**config.mk**
```make
export PLATFORM = sky130hd
export DESIGN_NAME = mult_booth_seq
export DESIGN_NICKNAME = d
export VERILOG_FILES = /design/src/rtl/mult_booth_seq.sv
export SDC_FILE = /design/constraint.sdc
export NUM_CORES = 1
export LEC_CHECK = 0
export CAP_MARGIN = 15
export CORE_MARGIN = 5
export CORE_UTILIZATION = 25
export DETAILED_ROUTE_END_ITERATION = 7
export SLEW_MARGIN = 0
export SYNTH_ARGS = -nofsm -noshare
export SYNTH_HDL_FRONTEND = slang
export SYNTH_SLANG_ARGS = --single-unit
```
**constraint.sdc**
```tcl
create_clock -name clock -period 15.8 [get_ports clock]
set_input_delay 1.58 -clock clock [delete_from_list [all_inputs] [get_ports clock]]
set_output_delay 1.58 -clock clock [all_outputs]
set_load 0.005 [all_outputs]
```
**src/rtl/mult_booth_seq.sv**
```systemverilog
// Sequential 32x32 signed radix-4 Booth multiplier: one partial-product
// accumulate per cycle through a 32-bit carry-lookahead adder, 16 iterations.

module mult_booth_seq_cla32 (
  input  logic [31:0] a,
  input  logic [31:0] b,
  input  logic        cin,
  output logic [31:0] s,
  output logic        cout
);
  logic [31:0] g;
  logic [31:0] p;
  logic [31:0] c;
  logic [8:0]  gc;

  assign g = a & b;
  assign p = a ^ b;

  // Four-bit lookahead blocks; block carries chain through group generate/propagate.
  // NOTE: every variable written here gets a value on every pass, so no latch is inferred.
  always_comb begin
    c  = '0;
    gc = '0;
    gc[0] = cin;
    for (int k = 0; k < 8; k++) begin
      int base;
      logic grp_g;
      logic grp_p;
      base  = 4 * k;
      c[base]     = gc[k];
      c[base + 1] = g[base] | (p[base] & gc[k]);
      c[base + 2] = g[base + 1] | (p[base + 1] & g[base])
                  | (p[base + 1] & p[base] & gc[k]);
      c[base + 3] = g[base + 2] | (p[base + 2] & g[base + 1])
                  | (p[base + 2] & p[base + 1] & g[base])
                  | (p[base + 2] & p[base + 1] & p[base] & gc[k]);
      grp_g = g[base + 3] | (p[base + 3] & g[base + 2])
            | (p[base + 3] & p[base + 2] & g[base + 1])
            | (p[base + 3] & p[base + 2] & p[base + 1] & g[base]);
      grp_p = &p[base +: 4];
      gc[k + 1] = grp_g | (grp_p & gc[k]);
    end
  end

  assign s    = p ^ c;
  assign cout = gc[8];
endmodule

module mult_booth_seq (
  input  logic        clock,
  input  logic        reset,
  input  logic        ctrl_MULT,
  input  logic [31:0] data_operandA,
  input  logic [31:0] data_operandB,
  output logic [31:0] data_result,
  output logic        data_exception,
  output logic        data_resultRDY
);
  typedef enum logic [1:0] {
    IDLE = 2'd0,
    RUN  = 2'd1,
    DONE = 2'd2
  } state_e;

  state_e      state_q;
  logic [3:0]  count_q;
  logic [31:0] mcand_q;
  logic [66:0] prod_q;
  logic [31:0] result_q;
  logic        exc_q;
  logic        rdy_q;

  logic [33:0] mcand_ext;
  logic [33:0] mag;
  logic        neg;
  logic [33:0] addend;
  logic [31:0] cla_sum;
  logic        cla_cout;
  logic [1:0]  sum_hi;
  logic [33:0] acc_sum;
  logic [66:0] prod_d;

  assign mcand_ext = {{2{mcand_q[31]}}, mcand_q};

  always_comb begin
    mag = '0;
    neg = 1'b0;
    unique case (prod_q[2:0])
      3'b001, 3'b010: mag = mcand_ext;
      3'b011:         mag = mcand_ext << 1;
      3'b100: begin
        mag = mcand_ext << 1;
        neg = 1'b1;
      end
      3'b101, 3'b110: begin
        mag = mcand_ext;
        neg = 1'b1;
      end
      default:        mag = '0;
    endcase
  end

  // Subtraction is ones-complement of the multiple plus a carry-in of one.
  assign addend = neg ? ~mag : mag;

  mult_booth_seq_cla32 u_cla (
    .a    (prod_q[64:33]),
    .b    (addend[31:0]),
    .cin  (neg),
    .s    (cla_sum),
    .cout (cla_cout)
  );

  assign sum_hi  = prod_q[66:65] + addend[33:32] + {1'b0, cla_cout};
  assign acc_sum = {sum_hi, cla_sum};
  assign prod_d  = {{2{acc_sum[33]}}, acc_sum, prod_q[32:2]};

  // A start pulse loads in every state, which covers both abort-on-restart and back-to-back issue.
  always_ff @(posedge clock) begin
    if (reset) begin
      state_q  <= IDLE;
      count_q  <= '0;
      mcand_q  <= '0;
      prod_q   <= '0;
      result_q <= '0;
      exc_q    <= 1'b0;
      rdy_q    <= 1'b0;
    end else begin
      // NOTE: sequential state uses <= so every register samples pre-edge values.
      rdy_q <= 1'b0;
      if (ctrl_MULT) begin
        state_q <= RUN;
        count_q <= '0;
        mcand_q <= data_operandA;
        prod_q  <= {34'b0, data_operandB, 1'b0};
      end else begin
        unique case (state_q)
          IDLE: state_q <= IDLE;
          RUN: begin
            prod_q  <= prod_d;
            count_q <= count_q + 4'd1;
            if (count_q == 4'd15) begin
              state_q  <= DONE;
              result_q <= prod_d[32:1];
              exc_q    <= (prod_d[64:33] != {32{prod_d[32]}});
              rdy_q    <= 1'b1;
            end
          end
          DONE:    state_q <= IDLE;
          default: state_q <= IDLE;
        endcase
      end
    end
  end

  assign data_result    = result_q;
  assign data_exception = exc_q;
  assign data_resultRDY = rdy_q;
endmodule

```
# --- After elaboration in Yosys (flattened, before gate mapping) ---
# Index checks and enable logic that the tools add are counted.
totals:
  reg_bits: 137
  latch_bits: 0
  romBits: 0
  memories: 0
  mem_bits_rw: 0
  inputBits: 67
  output_inout_bits: 34
classes:
  n_mux: 9
  n_shift: 0
  eq_ne: 10
  reduce_logical: 15
  n_lt_le_gt_ge: 0
  n_div: 0
  n_bitwise: 206
  add_sub_neg: 3
  mul: 0
op_table:
  columns: ["operator", "n"]
  rows:
  - ["1-bit bitwise AND", 120]
  - ["1-bit OR", 80]
  - ["34-bit case mux with 2 select lines", 1]
  - ["33-bit two-way mux", 2]
  - ["32-bit bitwise XOR", 2]
  - ["34-bit two-way mux", 1]
  - ["34-bit NOT", 1]
  - ["32-bit bitwise AND", 1]
  - ["32-bit != test", 1]
  - ["4-bit AND reduction", 8]
  - ["3-bit == test, second input constant", 3]
  - ["3-bit by 2-bit == test with 1-bit output, second input constant", 2]
  - ["3-bit OR reduction", 2]
  - ["1-bit two-way mux", 5]
  - ["4-bit by 1-bit adder with 4-bit output, second input constant", 1]
  - ["4-bit == test, second input constant", 1]
  - ["2-bit OR reduction", 2]
  - ["4-bit OR reduction", 1]
  - ["3-bit by 1-bit == test with 1-bit output, second input constant", 1]
  - ["3-bit != test, second input constant", 1]
  - ["3-bit AND reduction", 1]
  - ["2-bit by 1-bit adder with 2-bit output", 1]
  - ["2-bit adder", 1]
  - ["2-bit by 1-bit == test with 1-bit output, second input constant", 1]
  - ["other kinds (2)", 3]

# --- Depth between registers and ports, before layout ---
# Gate-level depths: netlist of the first run.
depth:
  ltp_word: 28
  ltp_mapped: 27
  ltp_nobuf: 25

# --- Cells and area by module ---
# From an unflattened synthesis of the first run, not the netlist that was laid out.
hier_totals:
  cells_unflattened: 902
  area_unflattened_um2: 7340.8
by_module_without_submodules:
  columns: ["module", "instances", "cells_each", "seq_area_each_um2", "area_per_inst_um2"]
  rows:
  - ["mult_booth_seq", 1, 748, 2742.6, 6012.0]
  - ["mult_booth_seq_cla32", 1, 154, 0.0, 1328.8]

# --- Worst setup path before layout of the first run ---
# Ideal clock, no wire load.
synth_path:
  kind: "flip-flop to flip-flop"
  startpoint: "register prod_q[0]"
  endpoint: "register exc_q, in the netlist data_exception"
  path_buffers: 3
  period_less_slack_ns: 5.387
  arrival_time_ns: 5.254
  stages_incl_launch_ff: 27
  setup_slack_ns: 10.413
  cell_sequence: "dfxtp_1 -> inv_1 -> ha_1 -> o31ai_1 -> buf_4 -> clkbuf_1 -> xor2_1 -> ha_1 -> clkbuf_1 -> nand2_1 -> or4_1 -> a211oi_1 -> o21ai_1 -> o211ai_1 -> a31oi_1 -> nor2b_1 -> nor2_1 -> fa_1 -> nor4b_1 -> nand4_1 -> nor3_1 -> and4_1 -> o31ai_1 -> mux2i_1 -> and4_1 -> and4_1 -> nor4_1"
synth_via:
  elab_chain_len: 27
  elab_cells_between_ends: 227
  classes_between: "2 x add/sub; 7 x eq/ne; 3 x mux; 204 x bitwise; 11 x reduce/logical"
synth_rtl:
  columns: ["element", "line_no", "text"]
  rows:
  - ["start: declaration", "68", "logic [66:0] prod_q;"]
  - ["start signal: assignment", "135", "prod_q <= {34'b0, data_operandB, 1'b0};"]
  - ["start signal: assignment", "140", "prod_q <= prod_d;"]
  - ["3-bit == test, or another cell as far along", "88", "unique case (prod_q[2:0])"]
  - ["4-bit OR reduction (no line) / 2-bit OR reduction (equally long branches)", null, null]
  - ["34-bit case mux with 2 select lines", "88", null]
  - ["34-bit NOT", "104", "assign addend = neg ? ~mag : mag;"]
  - ["34-bit two-way mux", "104", null]
  - ["32-bit bitwise XOR / 32-bit bitwise AND (equally long branches)", "17, 16", null]
  - ["1-bit bitwise AND, on equally long branches", "37, 38, 39", null]
  - ["1-bit OR, or another cell as far along", "37", "grp_g = g[base + 3] | (p[base + 3] & g[base + 2])"]
  - ["[11 not listed]", null, null]
  - ["1-bit bitwise AND", "41", "gc[k + 1] = grp_g | (grp_p & gc[k]);"]
  - ["1-bit OR", "41", null]
  - ["1-bit bitwise AND", "41", null]
  - ["1-bit OR", "41", null]
  - ["1-bit bitwise AND, on equally long branches", null, null]
  - ["1-bit OR, on equally long branches", null, null]
  - ["2-bit by 1-bit adder with 2-bit output / 32-bit bitwise XOR (equally long branches)", "114, 45", null]
  - ["32-bit != test *", "145", "exc_q <= (prod_d[64:33] != {32{prod_d[32]}});"]
  - ["end signal: assignment", "145", null]
  - ["end: declaration", "70", "logic exc_q;"]
# Every way passes the cells marked *; elsewhere a longest branch is shown, timed or not.
# A chain may end at the register's enable or synchronous reset.

# --- Worst setup path after layout of the first run ---
layout_path:
  startpoint: "register prod_q[1]"
  endpoint: "register exc_q, in the netlist data_exception"
# Same word-level chain as after synthesis.

==> flow_summary_export.csv, run 1 <==
group,metric,value,unit
logic_synthesis,synth_enable_flop_cells,0,
pwr,power_density,100,nW/um2
hold_path,hold_path.startpoint,"data_result[3]",
global_route,first_global_vias,6182,
route,wl_per_cell,14.3,um
route,drcViolationCount,0,
clock_network,cts_root_buf,"clkbuf_16",
setup_path,regToRegEndpoint,"data_exception",
setup_path,critPathLaunchType,"flop",
global_route,antenna_found_initial,0,
clock_network,cts_sinks,137,
setup_path,ff2ff_setup_slack,9.79,ns
timing,setup_viol,0,
route,first_pass_iters,7,
pwr,leakagePower,3.46,nW
layout,drive_above_1_share,0.0661,
layout,nets,1097,
layout,syn_to_final_growth,26.9,%
global_route,globalRouteMet1Util,0.173,
global_route,grtUsageMet2,0.178,
hold_path,holdCritPathClass,"flop to flop",
timing,fmax,0.166,GHz
layout,fillers,3059,
setup_path,cp_max_fo,32,
logic_synthesis,syn_area,7400,um2
setup_path,arrival,6.30,ns
route,vias,6530,
timing,finalCriticalPeriod,6.01,ns
clock_network,cts_inserted_buffers,17,
die,start_util,0.252,
route,vias_per_cell,4.70,
timing,hold_violations,0,
clock_network,clock_latency,0.43,ns
logic_synthesis,syn-num-nets,1030,
clock_network,htreeDepth,4,
setup_path,worstPathRequired,16.09,ns
die,fp.dieArea,33100,um2
clock_network,post_cts_buffers,0,
global_route,grt_busiest_layer,"met2",
layout,antennaDiodeCount,0,
logic_synthesis,synth_cells,918,
place,dp_hpwl,13800,um
setup_path,rr_worst_depth,24,
global_route,gr-total-overflow,0,
die,die_y,182,um
global_route,grt_util_met3,0.0296,
timing,rsz0062_at_grt,"no",
layout,final_cell_mix,"nand2_1 (178), dfxtp_1 (137), a21oi_1 (133)",
route,ant_nets,0,
pwr,peakVddDrop,0.0698,mV
setup_path,end_kind,"flop",
hold_path,holdPathStages,2,
setup_path,r2r_start,"prod_q[1]",
flow_run,cap_violations,0,
timing,finalSetupTns,0,ns
logic_synthesis,synth_seq_cells,137,
clock_network,clkTransAtPathRegs,0.06,ns
timing,finalClockSkew,0.00891,ns
logic_synthesis,netlist-cell-type-count,62,
hold_path,hold_end,"data_result[3]",
logic_synthesis,synthFlopType,"dfxtp_1",
global_route,track_usage,0.119,
timing,slew_headroom,0.471,
die,fp.dieW,182,um
timing,finalCritPeriodShare,0.380,
route,drt_wl_total,19900,um
clock_network,tritoncts,"built",
layout,layout_commonest_cell,"nand2_1",
die,core,29400,um2
setup_path,crit_type,"flop to flop",
logic_synthesis,ys_async_sr_fraction,0,
global_route,grt_pass1_wl,32600,um
route,drtIter0Drc,431,
timing,tightest_slew,0.793,ns
die,num_rows,63,
global_route,grt_max_degree,71,
logic_synthesis,synth_top_area_frac,0.371,
logic_synthesis,synth_area_leaders,"dfxtp_1 (37%), nand2_1 (9.0%), a21oi_1 (9.0%)",
outcome,run_status,"complete, no violations",
layout,fin_area,9390,um2
clock_network,cts_hold_buf,0,
logic_synthesis,yosys_warnings,0,
clock_network,cts_resized,0,
logic_synthesis,synth_top_area_cell,"dfxtp_1",
logic_synthesis,syn_avg_cell_area,8.06,um2
logic_synthesis,seq_area_frac_synth,0.371,
place,io_buffers,100,
die,io_pins,101,
place,gp_congestion,0.869,
timing,slew_violations,0,
clock_network,ctsLongestPathBuffers,2,
place,placed_area,8740,um2
per-stage QoR:
stage | std cells | power [mW] | hold WS (ns) | util | setup slack (ns)
after detailed placement | 1356 | 0.506 | 0.449 | 0.297 | 9.83
after floorplan | 918 | 0.463 | 0.436 | - | 10.41
final | 1388 | 0.939 | 0.453 | 0.319 | 9.79
after global routing | 1388 | 0.984 | 0.474 | 0.319 | 9.23
after global placement | 1356 | 0.505 | 0.445 | 0.297 | 10.07
after CTS | 1388 | 0.951 | 0.458 | 0.319 | 9.79
flip-flops by register name, summed over array words and instances, names as in the netlist:
name,count
count_q,4
data_exception,1
data_result,32
data_resultRDY,1
mcand_q,32
prod_q,65
state_q,2
synth_stat cells, types with 9 or more instances:
master and n:
nor3_1 10, ha_1 37, a21oi_1 133, inv_1 9, nor2_1 103, xor2_1 40, clkbuf_1 49, a22oi_1 31
mux2i_1 33, nand2_1 178, dfxtp_1 137, buf_1 10, xnor2_1 16, a211oi_1 11
per-layer routing:
metal	part of all wire	up-vias	wire length, um
li1	-	3311	-
met1	0.50	3073	9870
met2	0.45	128	8880
met3	0.047	18	937
met4	0.0095	0	189
met5	0	-	0
kinds of logic after synthesis:
logic type                 count (synthesis)  share of synthesized area
AOI/OAI and AO/OA                        228                      0.197
xor gates and xnor gates                  56                     0.0663
adders and majority gates                 45                     0.0842
buffers and inverters                     71                     0.0365
DFF                                      137                      0.371
muxes                                     34                     0.0462
and+or+nand+nor                          347                      0.199
power breakdown:
group	leakage, nW	internal [mW]	switching, mW
clock	0.311	0.273	0.167
combinational	2.03	0.0557	0.0751
sequential	1.12	0.358	0.0111
total	3.46	0.686	0.253
layout make-up:
cell class                 instances  area [um2]  area share
clock inverter                    14         208      0.0221
multi-input combinational        710        4410       0.470
inverter                          11        41.3     0.00440
timing repair buffer             108        1060       0.113
clock buffer                      18         439      0.0468
tap                              390         488      0.0520
sequential                       137        2740       0.292
worst max path at each step:
stage / from / endpoint / depth (start not counted)
2_1_floorplan: prod_q[0] / data_exception / 26
3_3_place_gp: prod_q[0] / data_exception / 24
3_5_place_dp: prod_q[1] / data_exception / 24
4_1_cts: prod_q[1] / data_exception / 24
5_1_grt: prod_q[0] / data_exception / 24
6_report: prod_q[1] / data_exception / 24
critical path, cell delays in order, from the launching register on:
cell and delay (ns):
dfxtp_1 0.34, inv_1 0.10, ha_1 0.24, mux2_2 0.63, a22oi_1 0.18, xor2_1 0.19, ha_1 0.37, nand2_1 0.10
or4_1 0.52, a211oi_1 0.35, o21ai_1 0.18, o211ai_1 0.26, a31oi_1 0.16, nor2b_1 0.13, nor2_1 0.06, fa_1 0.55
nor4b_1 0.23, nand4_1 0.13, nor3_1 0.16, and4_1 0.21, o31ai_1 0.07, mux2i_1 0.23, and4_1 0.22, and4_1 0.18
nor4_1 0.05
Note: power is estimated with default switching activity, not from simulation.
==> inputs of run 2 (changes only) <==
==> constraint.sdc (replaced) <==
create_clock -name clock -period 5.7 [get_ports clock]
set_input_delay 0.57 -clock clock [delete_from_list [all_inputs] [get_ports clock]]
set_output_delay 0.57 -clock clock [all_outputs]
set_load 0.005 [all_outputs]
==> run 2 against run 1 <==
Net effect:
- critical path depth rose by 3
- register-to-register slack got worse by 9.6 ns
- routed wire length rose by 5.6%
- via count rose by 3.3%
- die area did not move
- sequential power rose to 2.8 times the previous value
- first-iteration DRC count rose by 19%
- sequential cell count did not move
- global-route usage fell by 0.087 points
- maximum frequency rose by 9.9%
- critical path type unchanged
- highest routed layer unchanged
==> flow_summary_export.csv, run 2 (same netlist as run 1, synthesis figures left out) <==
group,metric,value,unit
outcome,run_status,"complete, no violations",
route,ant_nets,0,
setup_path,crit_slowest_cell,"fa_1",
timing,slew_violations,0,
layout,instances_no_fill,1428,
clock_network,clkTransAtPathRegs,0.06,ns
place,dp_hpwl,13800,um
global_route,gr-total-overflow,0,
route,vias,6748,
place,io_buffers,100,
timing,finalCriticalPeriod,5.47,ns
route,drcViolationCount,0,
setup_path,critPathLaunchType,"flop",
route,drtIter0Drc,515,
layout,top_register,"prod_q",
global_route,track_usage,0.119,
layout,largest_reg_flops,65,
timing,finalClockSkew,0.0257,ns
setup_path,rr_worst_depth,27,
hold_path,holdPathStages,2,
route,vias_per_cell,4.73,
route,first_pass_iters,4,
timing,fmax,0.183,GHz
timing,fin_hold_ws,0.453,ns
pwr,total_power,2.51,mW
die,start_util,0.252,
timing,setup_viol,0,
timing,slew_headroom,0.434,
global_route,first_global_vias,6234,
die,io_pins,101,
layout,final_cell_mix,"nand2_1 (176), dfxtp_1 (135), a21oi_1 (131)",
setup_path,end_kind,"flop",
die,die_y,182,um
layout,fin_area,9820,um2
global_route,antenna_found_initial,0,
setup_path,regToRegEndpoint,"data_exception",
setup_path,cp_max_fo,7,
global_route,grt_max_degree,71,
setup_path,worstPathRequired,5.98,ns
layout,layout_commonest_cell,"nand2_1",
layout,nets,1137,
clock_network,cts_root_buf,"clkbuf_16",
die,core,29400,um2
layout,antennaDiodeCount,0,
route,wl_per_cell,14.7,um
clock_network,tritoncts,"built",
setup_path,arrival,5.74,ns
pwr,power_density,256,nW/um2
place,placed_cells,1371,
flow_run,cap_violations,0,
layout,drive_above_1_share,0.118,
pwr,peakVddDrop,0.198,mV
clock_network,ctsLongestPathBuffers,2,
clock_network,clock_latency,0.44,ns
timing,finalCritPeriodShare,0.959,
die,num_rows,63,
clock_network,htreeDepth,4,
pwr,leakagePower,3.68,nW
die,fp.dieArea,33100,um2
timing,hold_violations,0,
setup_path,max_stage_delay,0.59,ns
hold_path,holdCritPathClass,"flop to flop",
hold_path,hold_end,"data_result[9]",
setup_path,ff2ff_setup_slack,0.23,ns
place,placed_area,8880,um2
hold_path,hold_path.startpoint,"data_result[9]",
clock_network,cts_hold_buf,0,
global_route,grt_pass1_wl,32300,um
place,gp_congestion,0.849,
die,fp.dieW,182,um
route,drt_wl_total,21000,um
clock_network,cts_sinks,137,
setup_path,r2r_start,"prod_q[1]",
clock_network,cts_inserted_buffers,17,
layout,syn_to_final_growth,32.7,%
setup_path,crit_path_frequent_cell,"and4_1",
setup_path,crit_type,"flop to flop",
timing,tightest_slew,0.849,ns
## run 2: worst max-delay path by stage
stage,startpoint,to,slack (ns)
after global routing,prod_q[0],data_exception,-0.02
after global placement,prod_q[0],data_exception,0.17
final,prod_q[1],data_exception,0.23
after CTS,prod_q[0],data_exception,0.02
after detailed placement,prod_q[0],data_exception,-0.09
after floorplan,prod_q[0],data_exception,0.31
## run 2: timing repair
action,4_1_cts,5_1_grt
setup buffers,0,22
resized for setup,1,32
endpoints found under the setup margin,1,1
pin swaps,0,17
cloned,0,3
## run 2: stage by stage
stage                      util  setup slack, ns  TNS [ns]
after floorplan               -            0.313         0
after global placement    0.302            0.172         0
after detailed placement  0.302          -0.0872   -0.0872
after CTS                 0.321           0.0155         0
after global routing      0.334          -0.0219   -0.0219
final                     0.334            0.234         0
## run 2: critical path, delay by kind of cell, from the launching register on
kind / cells / cell delay [ns]
flip-flops: 1 / 0.35
buffers and inverters: 5 / 0.61
multiplexers: 1 / 0.21
AO/OA/AOI/OAI: 6 / 1.02
adder cells (fa/ha/maj): 3 / 1.07
AND/OR/NAND/NOR: 11 / 1.98
XOR/XNOR: 1 / 0.07
## run 2: layer usage
layer / global-route usage / routed length (um) / vias up
met1: 0.175 / 10500 / 3169
met5: 0 / 0 / -
met2: 0.170 / 9080 / 167
li1: - / - / 3394
met4: 0.0378 / 265 / 0
met3: 0.0270 / 1090 / 18
## run 2: report_power, final
| group | total (mW) | internal (mW) | switching [mW] | leakage, nW |
|---|---|---|---|---|
| clock network | 1.08 | 0.646 | 0.429 | 0.273 |
| registers | 1.02 | 0.993 | 0.0305 | 1.12 |
| logic | 0.415 | 0.189 | 0.226 | 2.28 |
## run 2: cell type report
| cell class | count | area, um2 |
|---|---|---|
| fillers | 3053 | 19600 |
| multi-input cells | 712 | 4550 |
| flip-flops and latches | 137 | 2750 |
| repair buffers | 146 | 1430 |
| well taps | 390 | 488 |
| clock buffers | 22 | 444 |
| clock inverters | 10 | 121 |
| inverters | 11 | 41.3 |
==> inputs of run 3 (changes only) <==
--- a/config.mk
+++ b/config.mk
@@ -6,6 +6,7 @@
 export NUM_CORES = 1
 export LEC_CHECK = 0
 export CAP_MARGIN = 15
+export CORE_ASPECT_RATIO = 0.8
 export CORE_MARGIN = 5
 export CORE_UTILIZATION = 25
 export DETAILED_ROUTE_END_ITERATION = 7
==> run 3 against run 2 <==
Net effect:
- largest power group unchanged
- worst setup slack worse by 0.038 ns
- sequential share of layout area is 0.66 points lower
- non-clock buffer count is 11 higher
- clock skew is 0.010 ns lower
- clock-buffer cell count is 4 lower
- die area hardly changed
==> flow_summary_export.csv, run 3 (same netlist as run 1, synthesis figures left out) <==
group,metric,value,unit
outcome,run_status,"complete, no violations",
timing,finalCritPeriodShare,0.966,
timing,rsz0062_at_grt,"yes",
global_route,track_usage,0.126,
timing,fin_hold_ws,0.453,ns
setup_path,cp_max_fo,6,
route,first_pass_iters,7,
route,drtIter0Drc,560,
place,placed_cells,1365,
layout,nets,1146,
timing,finalCriticalPeriod,5.50,ns
layout,drive_above_1_share,0.150,
die,io_pins,101,
route,drcViolationCount,0,
layout,largest_reg_flops,65,
hold_path,holdPathStages,2,
setup_path,crit_family,"simple AND/OR/NAND/NOR gates",
die,die_y,164,um
setup_path,crit_slowest_cell,"fa_1",
layout,syn_to_final_growth,36.1,%
die,start_util,0.253,
clock_network,htreeDepth,4,
setup_path,end_kind,"flop",
place,dp_slack,0.147,ns
layout,final_cell_mix,"nand2_1 (176), dfxtp_1 (135), a21oi_1 (131)",
layout,multi_input_area,4650,um2
layout,fillers,2967,
clock_network,cts_root_buf,"clkbuf_16",
setup_path,cp_num_buf_inv,2,
place,dp_hpwl,14900,um
route,ant_nets,0,
layout,seq_area,2750,um2
die,core,29200,um2
route,wl_per_cell,15.6,um
layout,utilization,0.344,
pwr,total_power,2.59,mW
setup_path,rr_worst_depth,25,
setup_path,regToRegEndpoint,"data_exception",
hold_path,holdCritPathClass,"flop to flop",
hold_path,hold_path.startpoint,"data_result[5]",
place,io_buffers,100,
timing,fmax,0.182,GHz
global_route,grt_pass1_wl,33800,um
timing,slew_headroom,0.439,
clock_network,clock_latency,0.43,ns
clock_network,cts_inserted_buffers,17,
die,fp.dieW,202,um
route,vias_per_cell,4.79,
clock_network,clkTransAtPathRegs,0.07,ns
layout,top_register,"prod_q",
setup_path,worstPathRequired,5.98,ns
route,vias,6817,
setup_path,cp.depth,25,
timing,tightest_slew,0.842,ns
die,fp.dieArea,33100,um2
setup_path,critPathLaunchType,"flop",
route,drt_wl_total,22200,um
setup_path,ff2ff_setup_slack,0.20,ns
die,num_rows,56,
timing,finalClockSkew,0.0154,ns
place,gp_congestion,0.874,
timing,finalSetupTns,0,ns
global_route,grt_max_degree,71,
setup_path,crit_type,"flop to flop",
hold_path,hold_end,"data_result[5]",
global_route,first_global_vias,6218,
place,placed_area,8930,um2
layout,antennaDiodeCount,0,
global_route,gr-total-overflow,0,
setup_path,arrival,5.78,ns
setup_path,max_stage_delay,0.58,ns
layout,fin_area,10100,um2
setup_path,r2r_start,"prod_q[1]",
layout,layout_commonest_cell,"nand2_1",
clock_network,cts_sinks,137,
pwr,peakVddDrop,0.180,mV
timing,hold_violations,0,
pwr,power_density,258,nW/um2
timing,setup_viol,0,
layout,instances_no_fill,1424,
flow_run,cap_violations,0,
timing,timing.final.ws_setup,0.196,ns
global_route,antenna_found_initial,0,
pwr,leakagePower,3.74,nW
setup_path,crit_path_frequent_cell,"and4_1",
timing,slew_violations,0,
clock_network,ctsLongestPathBuffers,2,
clock_network,tritoncts,"built",
run 3: power breakdown:
| group | internal, mW | leakage (nW) | switching, mW |
|---|---|---|---|
| logic | 0.199 | 2.33 | 0.235 |
| registers | 0.992 | 1.12 | 0.0329 |
| clock network | 0.666 | 0.286 | 0.469 |
| total | 1.86 | 3.74 | 0.737 |
run 3: worst min-delay path, stage by stage, from the launching register on:
cell     delay [ns]
dfxtp_1        0.31
nand2_1        0.05
a21oi_1        0.05
run 3: final cells by class:
type	instances	share of cell area
multi-input cells	710	0.462
well taps	377	0.0469
flip-flops and latches	137	0.273
clock buffers	18	0.0436
clock inverters	14	0.0159
inverters	11	0.00410
repair buffers	157	0.154
run 3: worst max-delay path by stage:
stage	from	end	slack, ns
global route	prod_q[1]	data_exception	-0.18
detailed placement	prod_q[0]	data_exception	0.15
floorplan	prod_q[0]	data_exception	0.31
CTS	prod_q[0]	data_exception	0.13
global placement	prod_q[0]	data_exception	0.27
finish	prod_q[1]	data_exception	0.20
run 3: what timing repair did:
action | CTS | global route
hold buffers | 0 | 0
buffers inserted | 0 | 24
endpoints found under the setup margin | 0 | 1
resized for setup | 0 | 57
run 3: routing by layer:
layer  GRT usage  part of all wire
met1       0.188              0.50
met2       0.182              0.43
met3      0.0302             0.055
met4      0.0312             0.012
met5           0                 0
